==> src/rtl/bcd_pkg.sv <==
// Shared types and constants for the BCD <-> binary converters.
package bcd_pkg;

  typedef enum logic [1:0] {
    IDLE  = 2'd0,
    SHIFT = 2'd1,
    DONE  = 2'd2
  } conv_state_t;

  localparam int         DIGIT_W    = 4;
  localparam logic [3:0] MAX_DIGIT  = 4'd9;
  localparam logic [3:0] ADJ_THRESH = 4'd8;
  localparam logic [3:0] ADJ_SUB    = 4'd3;

endpackage

==> src/rtl/bcd_nibble_adjust.sv <==
// Reverse double-dabble digit correction: a nibble of 8 or more after the
// right shift carried in a half-ten from above, so subtract 3 to fix it.
module bcd_nibble_adjust
  import bcd_pkg::*;
(
  input  logic [DIGIT_W-1:0] nib,
  output logic [DIGIT_W-1:0] adj
);

  // conditional subtract-3 correction
  always_comb begin
    if (nib >= ADJ_THRESH) begin
      adj = nib - ADJ_SUB;
    end else begin
      adj = nib;
    end
  end

endmodule

==> src/rtl/bcd_to_unsigned.sv <==
// Sequential packed-BCD to unsigned binary converter (reverse double-dabble).
// Optional macro BCD_CHECK_EN: reject inputs containing a nibble above 9.
module bcd_to_unsigned
  import bcd_pkg::*;
#(
  parameter int DIGITS = 8,
  parameter int OUT_W  = 32
) (
  input  logic                    clk,
  input  logic                    reset,
  input  logic                    trigger,
  input  logic [DIGIT_W*DIGITS-1:0] bcd,
  output logic                    idle,
  output logic                    done,
  output logic [OUT_W-1:0]        bin,
  output logic                    error
);

  localparam int BCD_W = DIGIT_W * DIGITS;
  localparam int SR_W  = BCD_W + OUT_W;
  localparam int CNT_W = $clog2(OUT_W + 1);

  conv_state_t      state_r, state_s;
  logic [SR_W-1:0]  sr_r, sr_s;
  logic [CNT_W-1:0] cnt_r, cnt_s;
  logic [OUT_W-1:0] bin_r, bin_s;
  logic             error_r, error_s;
  logic             idle_r, done_r;
  logic             invalid_s;
  logic [SR_W-1:0]  sr_shift_s;
  logic [BCD_W-1:0] bcd_adj_s;
  logic [SR_W-1:0]  sr_step_s;

`ifdef BCD_CHECK_EN
  function automatic logic has_invalid_digit(input logic [BCD_W-1:0] val);
    logic bad;
    bad = 1'b0;
    for (int i = 0; i < DIGITS; i++) begin
      if (val[DIGIT_W*i +: DIGIT_W] > MAX_DIGIT) begin
        bad = 1'b1;
      end else begin
        bad = bad;
      end
    end
    return bad;
  endfunction

  assign invalid_s = has_invalid_digit(bcd);
`else
  assign invalid_s = 1'b0;
`endif

  assign sr_shift_s = sr_r >> 1;

  for (genvar g = 0; g < DIGITS; g++) begin : g_adj
    bcd_nibble_adjust u_adj (
      .nib (sr_shift_s[OUT_W + DIGIT_W*g +: DIGIT_W]),
      .adj (bcd_adj_s[DIGIT_W*g +: DIGIT_W])
    );
  end

  // binary bits pass straight through; only the BCD half is corrected
  assign sr_step_s = {bcd_adj_s, sr_shift_s[OUT_W-1:0]};

  // next-state and datapath load selection
  always_comb begin
    state_s = state_r;
    sr_s    = sr_r;
    cnt_s   = cnt_r;
    bin_s   = bin_r;
    error_s = error_r;
    case (state_r)
      IDLE: begin
        if (trigger) begin
          if (invalid_s) begin
            bin_s   = {OUT_W{1'b0}};
            error_s = 1'b1;
            state_s = DONE;
          end else begin
            sr_s    = {bcd, {OUT_W{1'b0}}};
            cnt_s   = CNT_W'(OUT_W);
            state_s = SHIFT;
          end
        end else begin
          state_s = IDLE;
        end
      end
      SHIFT: begin
        sr_s  = sr_step_s;
        cnt_s = cnt_r - CNT_W'(1);
        if (cnt_r == CNT_W'(1)) begin
          bin_s   = sr_step_s[OUT_W-1:0];
          error_s = 1'b0;
          state_s = DONE;
        end else begin
          state_s = SHIFT;
        end
      end
      DONE: begin
        state_s = IDLE;
      end
      default: begin
        state_s = IDLE;
      end
    endcase
  end

  // state, datapath and registered handshake outputs
  always_ff @(posedge clk or posedge reset) begin
    if (reset) begin
      state_r <= IDLE;
      sr_r    <= {SR_W{1'b0}};
      cnt_r   <= {CNT_W{1'b0}};
      bin_r   <= {OUT_W{1'b0}};
      error_r <= 1'b0;
      idle_r  <= 1'b1;
      done_r  <= 1'b0;
    end else begin
      state_r <= state_s;
      sr_r    <= sr_s;
      cnt_r   <= cnt_s;
      bin_r   <= bin_s;
      error_r <= error_s;
      idle_r  <= (state_s == IDLE);
      done_r  <= (state_s == DONE);
    end
  end

  assign idle  = idle_r;
  assign done  = done_r;
  assign bin   = bin_r;
  assign error = error_r;

endmodule

==> config.mk <==
export PLATFORM = sky130hd
export DESIGN_NAME = bcd_to_unsigned
export DESIGN_NICKNAME = d
export VERILOG_FILES = /design/src/rtl/bcd_pkg.sv /design/src/rtl/bcd_nibble_adjust.sv /design/src/rtl/bcd_to_unsigned.sv
export SDC_FILE = /design/constraint.sdc
export NUM_CORES = 1
export LEC_CHECK = 0
export ABC_AREA = 1
export BUFFER_PORTS_ARGS = -buffer_cell sky130_fd_sc_hd__buf_2
export CELL_PAD_IN_SITES_DETAIL_PLACEMENT = 1
export CELL_PAD_IN_SITES_GLOBAL_PLACEMENT = 1
export CORE_ASPECT_RATIO = 0.75
export CORE_UTILIZATION = 25
export CTS_CLUSTER_DIAMETER = 150
export DETAILED_ROUTE_END_ITERATION = 7
export PLACE_DENSITY_LB_ADDON = 0.1
export SLEW_MARGIN = 25
export SYNTH_ARGS = -nofsm -noshare
export SYNTH_HDL_FRONTEND = slang
export SYNTH_HIERARCHICAL = 1
export SYNTH_SLANG_ARGS = --single-unit
==> constraint.sdc <==
create_clock -name clk -period 5.3 [get_ports clk]
set_clock_uncertainty 0.15 [all_clocks]
set_input_delay 0.53 -clock clk [delete_from_list [all_inputs] [get_ports clk]]
set_output_delay 0.53 -clock clk [all_outputs]
set_load 0.01 [all_outputs]
==> qor.txt, run 1 <==
Status - finished clean
Clock latency on the worst-skew pair - 370 ps
1st-pass router iterations - 4
Avg Vias per Cell - 4.194
Count leader, synth - nand2_1
Critical path class - reg2reg
Mapped Cells - 664
Post-synth EDFFs - 0
# IOs - 70
Crit path max fanout - 34
Global-route usage over all layers - 13.84%
Vias - 4,253
Largest net degree at the start of global routing - 68
Max VDD drop - 0.1323 mV
Standard-cell rows - 45
Final ANT Viol Nets - 0
DRC Markers - 0
WP buf/inv - 1
CTS tree - built
Post-synthesis mux area share - 0%
Syn avg cell area - 7.839 um2
Post-synthesis compound-gate area fraction - 6.226%
Cells along the critical path - nor2_1, inv_1, nor2_4, nand2_4, nand2_1, nand2_1
Asr flop ratio synth - 100.0%
GRT overflow - 0
CTS H-Tree Depth - 3
Count of cell types in the netlist - 24
Pwr/cell area - 453.6 nW/um2
DP Wirelength - 8519 um
Largest stage delay, worst path - 620 ps
Top post-synthesis cells by count - nand2_1 (312), dfrtp_1 (104), inv_1 (81)
Routed length per instance - 13.16 um
Critical path's most frequent cell - nand2_1
Total CTS buffers - 9
Max Transition Viols Final - 0
Relative slew margins - 44.01%
RSZ-0062 raised after global routing - false
Die height - 127.0 um
Worst-Margin Slew - 839.9 ps
Layout cells sized above 1 - 13.41%
Fillers - 2,478
Fin nets - 779
Max_cap viols - 0
DIE AREA - 21,410 um2
Port Buffers - 68
Hold Crit Class - in2async
Worst EP arrival - 2330 ps
Main combinational cell family by area after synthesis - simple AND/OR/NAND/NOR gates
First-pass GRT wire length - 23,320 um
Core Box Area - 20,330 um2
RD Place Congestion - 0.7046
Clk slew on worst S/H paths - 80 ps
Synthesized area - 5205 um2
Synth Area in Adders - 4.327%
Crit path required time - 5410 ps
Synth Warn # - 6
Final wirelength - 13,350 um
Top post-synthesis cells by area - dfrtp_1 (50%), nand2_1 (22%), inv_1 (5.8%), ha_1 (4.3%), nand3_1 (4.2%)
Top-area cell type share of the netlist area - 50.00%
Synth area leader - dfrtp_1
Cell leakage power - 0.003514 uW
Hold Buf Count CTS - 0
CP top delay family - simple AND/OR/NAND/NOR gates
Setup TNS - 0 ps
Final setup vio count - 0
Initial DRC count - 143
Post-synthesis simple-gate area fraction - 28.22%
Critical path's slowest cell - nor2_4
Hold Fails Final Rpt - 0
Post-route minimum period - 2224 ps
Clock root buffer - clkbuf_16
Final worst-path cycle share - 41.96%
Initial Util - 25.61%
Die width - 168.6 um
XOR/XNOR Fraction of Synth Area - 1.346%
Synth Register Bits - 105
Clock tree buffer depth - 2
Top_reg_cell synth - dfrtp_1
Clock sink count - 105
Max Clk Rate - 449.6 MHz
Antenna violations before repair - 1
Seq/Total Area, Yosys - 50.50%
Area grow syn2layout - 17.16%
Overall Power - 2766 uW
Worst Setup Start Kind - flop
Vias in the first global route - 4,628
Gates resized, CTS repair - 0
Crit end category - flop
Post-CTS Setup Repair Bufs - 0
[routing by layer]
layer | vias up | part of all wire, % | GRT usage, %
li1 | 2142 | - | -
met1 | 2059 | 50 | 18.25
met2 | 41 | 47 | 22.48
met3 | 11 | 2.3 | 2.808
met4 | 0 | 1.4 | 5.027
met5 | - | 0 | 0
[metrics by stage]
| step | hold slack, ps | instances | area [um2] | utilization, % | setup WS, ps |
|---|---|---|---|---|---|
| finish | 170.9 | 1014 | 6098 | 30.00 | 3076 |
| global route | 258.3 | 1014 | 6098 | 30.00 | 2751 |
| CTS | 222.2 | 1013 | 6096 | 29.99 | 3019 |
| detailed placement | 304.8 | 997 | 5796 | 28.51 | 3028 |
| global placement | 299.6 | 997 | 5796 | 28.51 | 3056 |
| floorplan | 303.7 | 670 | 5228 | - | 1861 |
[worst register-to-register path, delay by kind of cell (launching register included)]
| kind | cells | cell delay, ps |
|---|---|---|
| buffers and inverters | 1 | 100 |
| DFF | 1 | 400 |
| and+or+nand+nor | 5 | 1480 |
[state kept, by name (all words and copies together) (netlist names)]
| name | flops |
|---|---|
| state_r | 2 |
| bin | 32 |
| idle | 1 |
| done | 1 |
| sr_r | 63 |
| cnt_r | 6 |
[worst paths after layout]
kind                       startpoint       end  slack, ps  cells past startpoint
min                             reset    bin[6]        170                      2
max in group asynchronous       reset      done       3670                      3
max reg2reg                  cnt_r[4]    bin[9]       3080                      6
max                          cnt_r[4]    bin[9]       3080                      6
min reg2reg                    bin[4]    bin[4]        320                      2
min in group clk               bcd[1]  sr_r[33]        310                      5
[cell families after synthesis]
| family | after synthesis |
|---|---|
| AO/OA/AOI/OAI | 52 |
| XOR/XNOR | 8 |
| adder cells (fa/ha/maj) | 18 |
| buffers and inverters | 112 |
| flip-flops | 105 |
| other | 1 |
| AND/OR/NAND/NOR | 368 |
[final cells by class]
cell class | instances | area [um2] | share of cell area, %
flip-flops and latches | 105 | 2629 | 43.11
multi-input cells | 453 | 2115 | 34.67
repair buffers | 74 | 385.4 | 6.319
well taps | 282 | 352.8 | 5.786
inverters | 83 | 314.1 | 5.150
clock buffers | 11 | 252.7 | 4.144
clock inverters | 5 | 47.55 | 0.7796
diodes | 1 | 2.502 | 0.04103
[cells in the final DEF (no fill, tap or decap), types with 2 or more instances in the layout]
cell,count
nand2_1,312
dfrtp_1,104
inv_1,80
buf_2,68
nand3_1,44
o22ai_1,30
ha_1,18
o21ai_0,12
clkbuf_16,9
nor2_1,8
xor2_1,8
a21boi_1,8
conb_1,7
buf_4,6
clkbuf_8,2
clkinv_4,2
inv_8,2
[where the power goes]
part | leakage, uW | internal, uW | switching [uW]
clock network | 0.000146 | 354 | 336
logic | 0.00205 | 351 | 461
registers | 0.00132 | 1040 | 222
total | 0.00351 | 1750 | 1020
(Power assumes the default switching activity.)
==> inputs of run 2 (changes only) <==
- ABC_AREA: 1 -> 0
- clock period: 5.3 -> 2 ns (I/O delays scaled with it)
==> qor.txt, run 2 <==
Core Box Area - 19,380 um2 (was 20,330 um2)
R2R setup slack - 50 ps (was 3080 ps)
Most common cell after layout, fill and taps aside - nand2_1 (unchanged)
Syn avg cell area - 10.34 um2 (was 7.839 um2)
Die width - 164.7 um (was 168.6 um)
Port Buffers - 68 (unchanged)
Standard-cell rows - 44 (was 45)
Top post-synthesis cells by area - dfrtp_1 (52%), nand2_1 (7.9%), mux2_4 (5.7%), a22oi_1 (4.8%), ha_1 (4.5%) (was dfrtp_1 (50%), nand2_1 (22%), inv_1 (5.8%), ha_1 (4.3%), nand3_1 (4.2%))
Hold Crit Class - in2reg (was in2async)
Count leader, synth - nand2_1 (unchanged)
Hold slack - 10.29 ps (was 170.9 ps)
Setup TNS - 0 ps (unchanged)
Max Clk Rate - 511.7 MHz (was 449.6 MHz)
Clk slew on worst S/H paths - 80 ps (about the same)
Area grow syn2layout - 27.17% (was 17.16%)
Seq/Total Area, Yosys - 52.96% (was 50.50%)
Cell leakage power - 0.003115 uW (was 0.003514 uW)
Core Util, Final - 32.57% (was 30.00%)
FF-to-FF Start - cnt_r[1] (was cnt_r[4])
DIE AREA - 20,430 um2 (was 21,410 um2)
Total CTS buffers - 9 (unchanged)
Worst-Margin Slew - 530.2 ps (was 839.9 ps)
Post-Route M1 WL - 6557 um (was 6639 um)
Layout cells sized above 1 - 25.51% (was 13.41%)
First-pass GRT wire length - 20,780 um (was 23,320 um)
Max VDD drop - 0.3927 mV (was 0.1323 mV)
DP Wirelength - 8114 um (was 8519 um)
Clock root buffer - clkbuf_16 (unchanged)
Clock sink count - 105 (unchanged)
Initial Util - 25.61% (about the same)
Clock latency on the worst-skew pair - 350 ps (was 370 ps)
Vias in the first global route - 3,832 (was 4,628)
CTS tree - built (unchanged)
Crit path required time - 2090 ps (was 5410 ps)
Avg Vias per Cell - 4.454 (was 4.194)
Routed length per instance - 15.27 um (was 13.16 um)
Antenna violations before repair - 0 (was 1)
Hold Startpoint - bcd[28]
Pwr/cell area - 1444 nW/um2 (was 453.6 nW/um2)
Max reg flops - 63 (unchanged)
Met2 wire length - 5720 um (was 6213 um)
DRC Markers - 0 (unchanged)
Most frequent cells in the layout - nand2_1 (105), dfrtp_1 (104), buf_2 (68) (was nand2_1 (312), dfrtp_1 (104), inv_1 (80))
Top_reg_cell synth - dfrtp_1 (unchanged)
Post-synth EDFFs - 0 (unchanged)
Top-area cell type share of the netlist area - 52.43% (was 50.00%)
Global-route usage over all layers - 13.34% (was 13.84%)
Worst Setup Start Kind - flop (unchanged)
Largest net degree at the start of global routing - 36 (was 68)
# IOs - 70 (unchanged)
Clock tree buffer depth - 2 (unchanged)
Hold Fails Final Rpt - 0 (unchanged)
Fin nets - 632 (was 779)
1st-pass router iterations - 6 (was 4)
Final setup vio count - 0 (unchanged)
Final wirelength - 12,780 um (was 13,350 um)
Final worst-path cycle share - 97.72% (was 41.96%)
Synth Register Bits - 105 (unchanged)
Critical path class - reg2reg (unchanged)
GRT overflow - 0 (unchanged)
Pre-CTS setup slack - -20.91 ps (was 3028 ps)
Top post-synthesis cells by count - nand2_1 (105), dfrtp_1 (104), o21ai_0 (44) (was nand2_1 (312), dfrtp_1 (104), inv_1 (81))
Worst EP arrival - 2050 ps (was 2330 ps)
Metal3 WL - 366 um (was 310 um)
Post-route minimum period - 1954 ps (was 2224 ps)
Critical path startpoint - cnt_r[1] (was cnt_r[4])
Crit path setup slack, layout - 45.56 ps (was 3076 ps)
Count of cell types in the netlist - 34 (was 24)
Status - finished clean (unchanged)
Fillers - 2,221 (was 2,478)
Crit path max fanout - 7 (was 34)
RD Place Congestion - 0.7551 (was 0.7046)
Synth Warn # - 6 (unchanged)
Mapped Cells - 480 (was 664)
Crit end category - flop (unchanged)
Relative slew margins - 64.58% (was 44.01%)
Biggest register - sr_r (unchanged)
Uppermost routed layer - met4 (unchanged)
Max_cap viols - 0 (unchanged)
CTS H-Tree Depth - 3 (unchanged)
Synthesized area - 4964 um2 (was 5205 um2)
Die height - 124.0 um (was 127.0 um)
# diodes - 0 (was 1)
Final ANT Viol Nets - 0 (unchanged)
Synth area leader - dfrtp_1 (unchanged)
Vias - 3,728 (was 4,253)
RSZ-0062 raised after global routing - true (was false)
Asr flop ratio synth - 100.0% (unchanged)
Initial DRC count - 131 (was 143)
Max Transition Viols Final - 0 (unchanged)
## run 2: worst paths after layout
kind	end	cells after the start
min in group asynchronous	sr_r[36]	3
hold reg to reg	sr_r[21]	2
setup reg to reg	bin[29]	7
setup / recovery	bin[29]	7
hold / removal	sr_r[60]	3
max in group asynchronous	sr_r[17]	4
## run 2: cells by family (layout without fill, tap and decap cells)
| group | Yosys count | count (layout) | synth area share (%) |
|---|---|---|---|
| AOI/OAI and AO/OA | 87 | 87 | 10.59 |
| xor gates and xnor gates | 16 | 16 | 2.823 |
| adders and majority gates | 18 | 18 | 4.538 |
| buffers and inverters | 52 | 151 | 4.688 |
| DFF | 105 | 105 | 52.96 |
| muxes | 34 | 34 | 9.100 |
| other | 1 | 6 | 0.07555 |
| and+or+nand+nor | 167 | 167 | 15.23 |
## run 2: where the power goes
group          internal [uW]  total (uW)  switching [uW]
clock                    986        1860             870
combinational           1710        3420            1710
sequential              3020        3840             818
total                   5720        9110            3400
## run 2: metal layers
layer	vias up	global-route usage, %
met2	50	20.98
met5	-	0
met3	7	3.097
li1	1801	-
met4	0	3.956
met1	1870	18.20
## run 2: what timing repair did
action,4_1_cts,5_1_grt
endpoints found under the setup margin,13,32
hold buffers,20,1
buffers inserted,0,4
resized for setup,1,19
pin swaps,0,0
cloned,0,1
hold endpoints to repair,33,1
## run 2: per-stage QoR
stage               cells  area (um2)  power, uW
finish                837        6312       9115
global route          837        6312       9936
CTS                   831        6192       9173
detailed placement    795        5687       7211
global placement      795        5687       7079
floorplan             485        4986       6016
## run 2: critical path, cell delays in order (launching register included)
cell	delay, ps
dfrtp_1	400
inv_2	80
ha_4	110
or3b_4	360
nand3b_4	190
buf_6	150
clkinv_8	60
mux2_2	320
## run 2: area by class of cell
type                       count  area (um2)  share of cell area (%)
clock inverter                 7       76.32                   1.209
multi-input combinational    328        2178                   34.51
inverter                      21       95.09                   1.506
timing repair buffer         113       775.7                   12.29
clock buffer                   9       225.2                   3.568
timing repair inverter         1       16.27                  0.2577
tap                          253       316.6                   5.015
sequential                   105        2629                   41.65
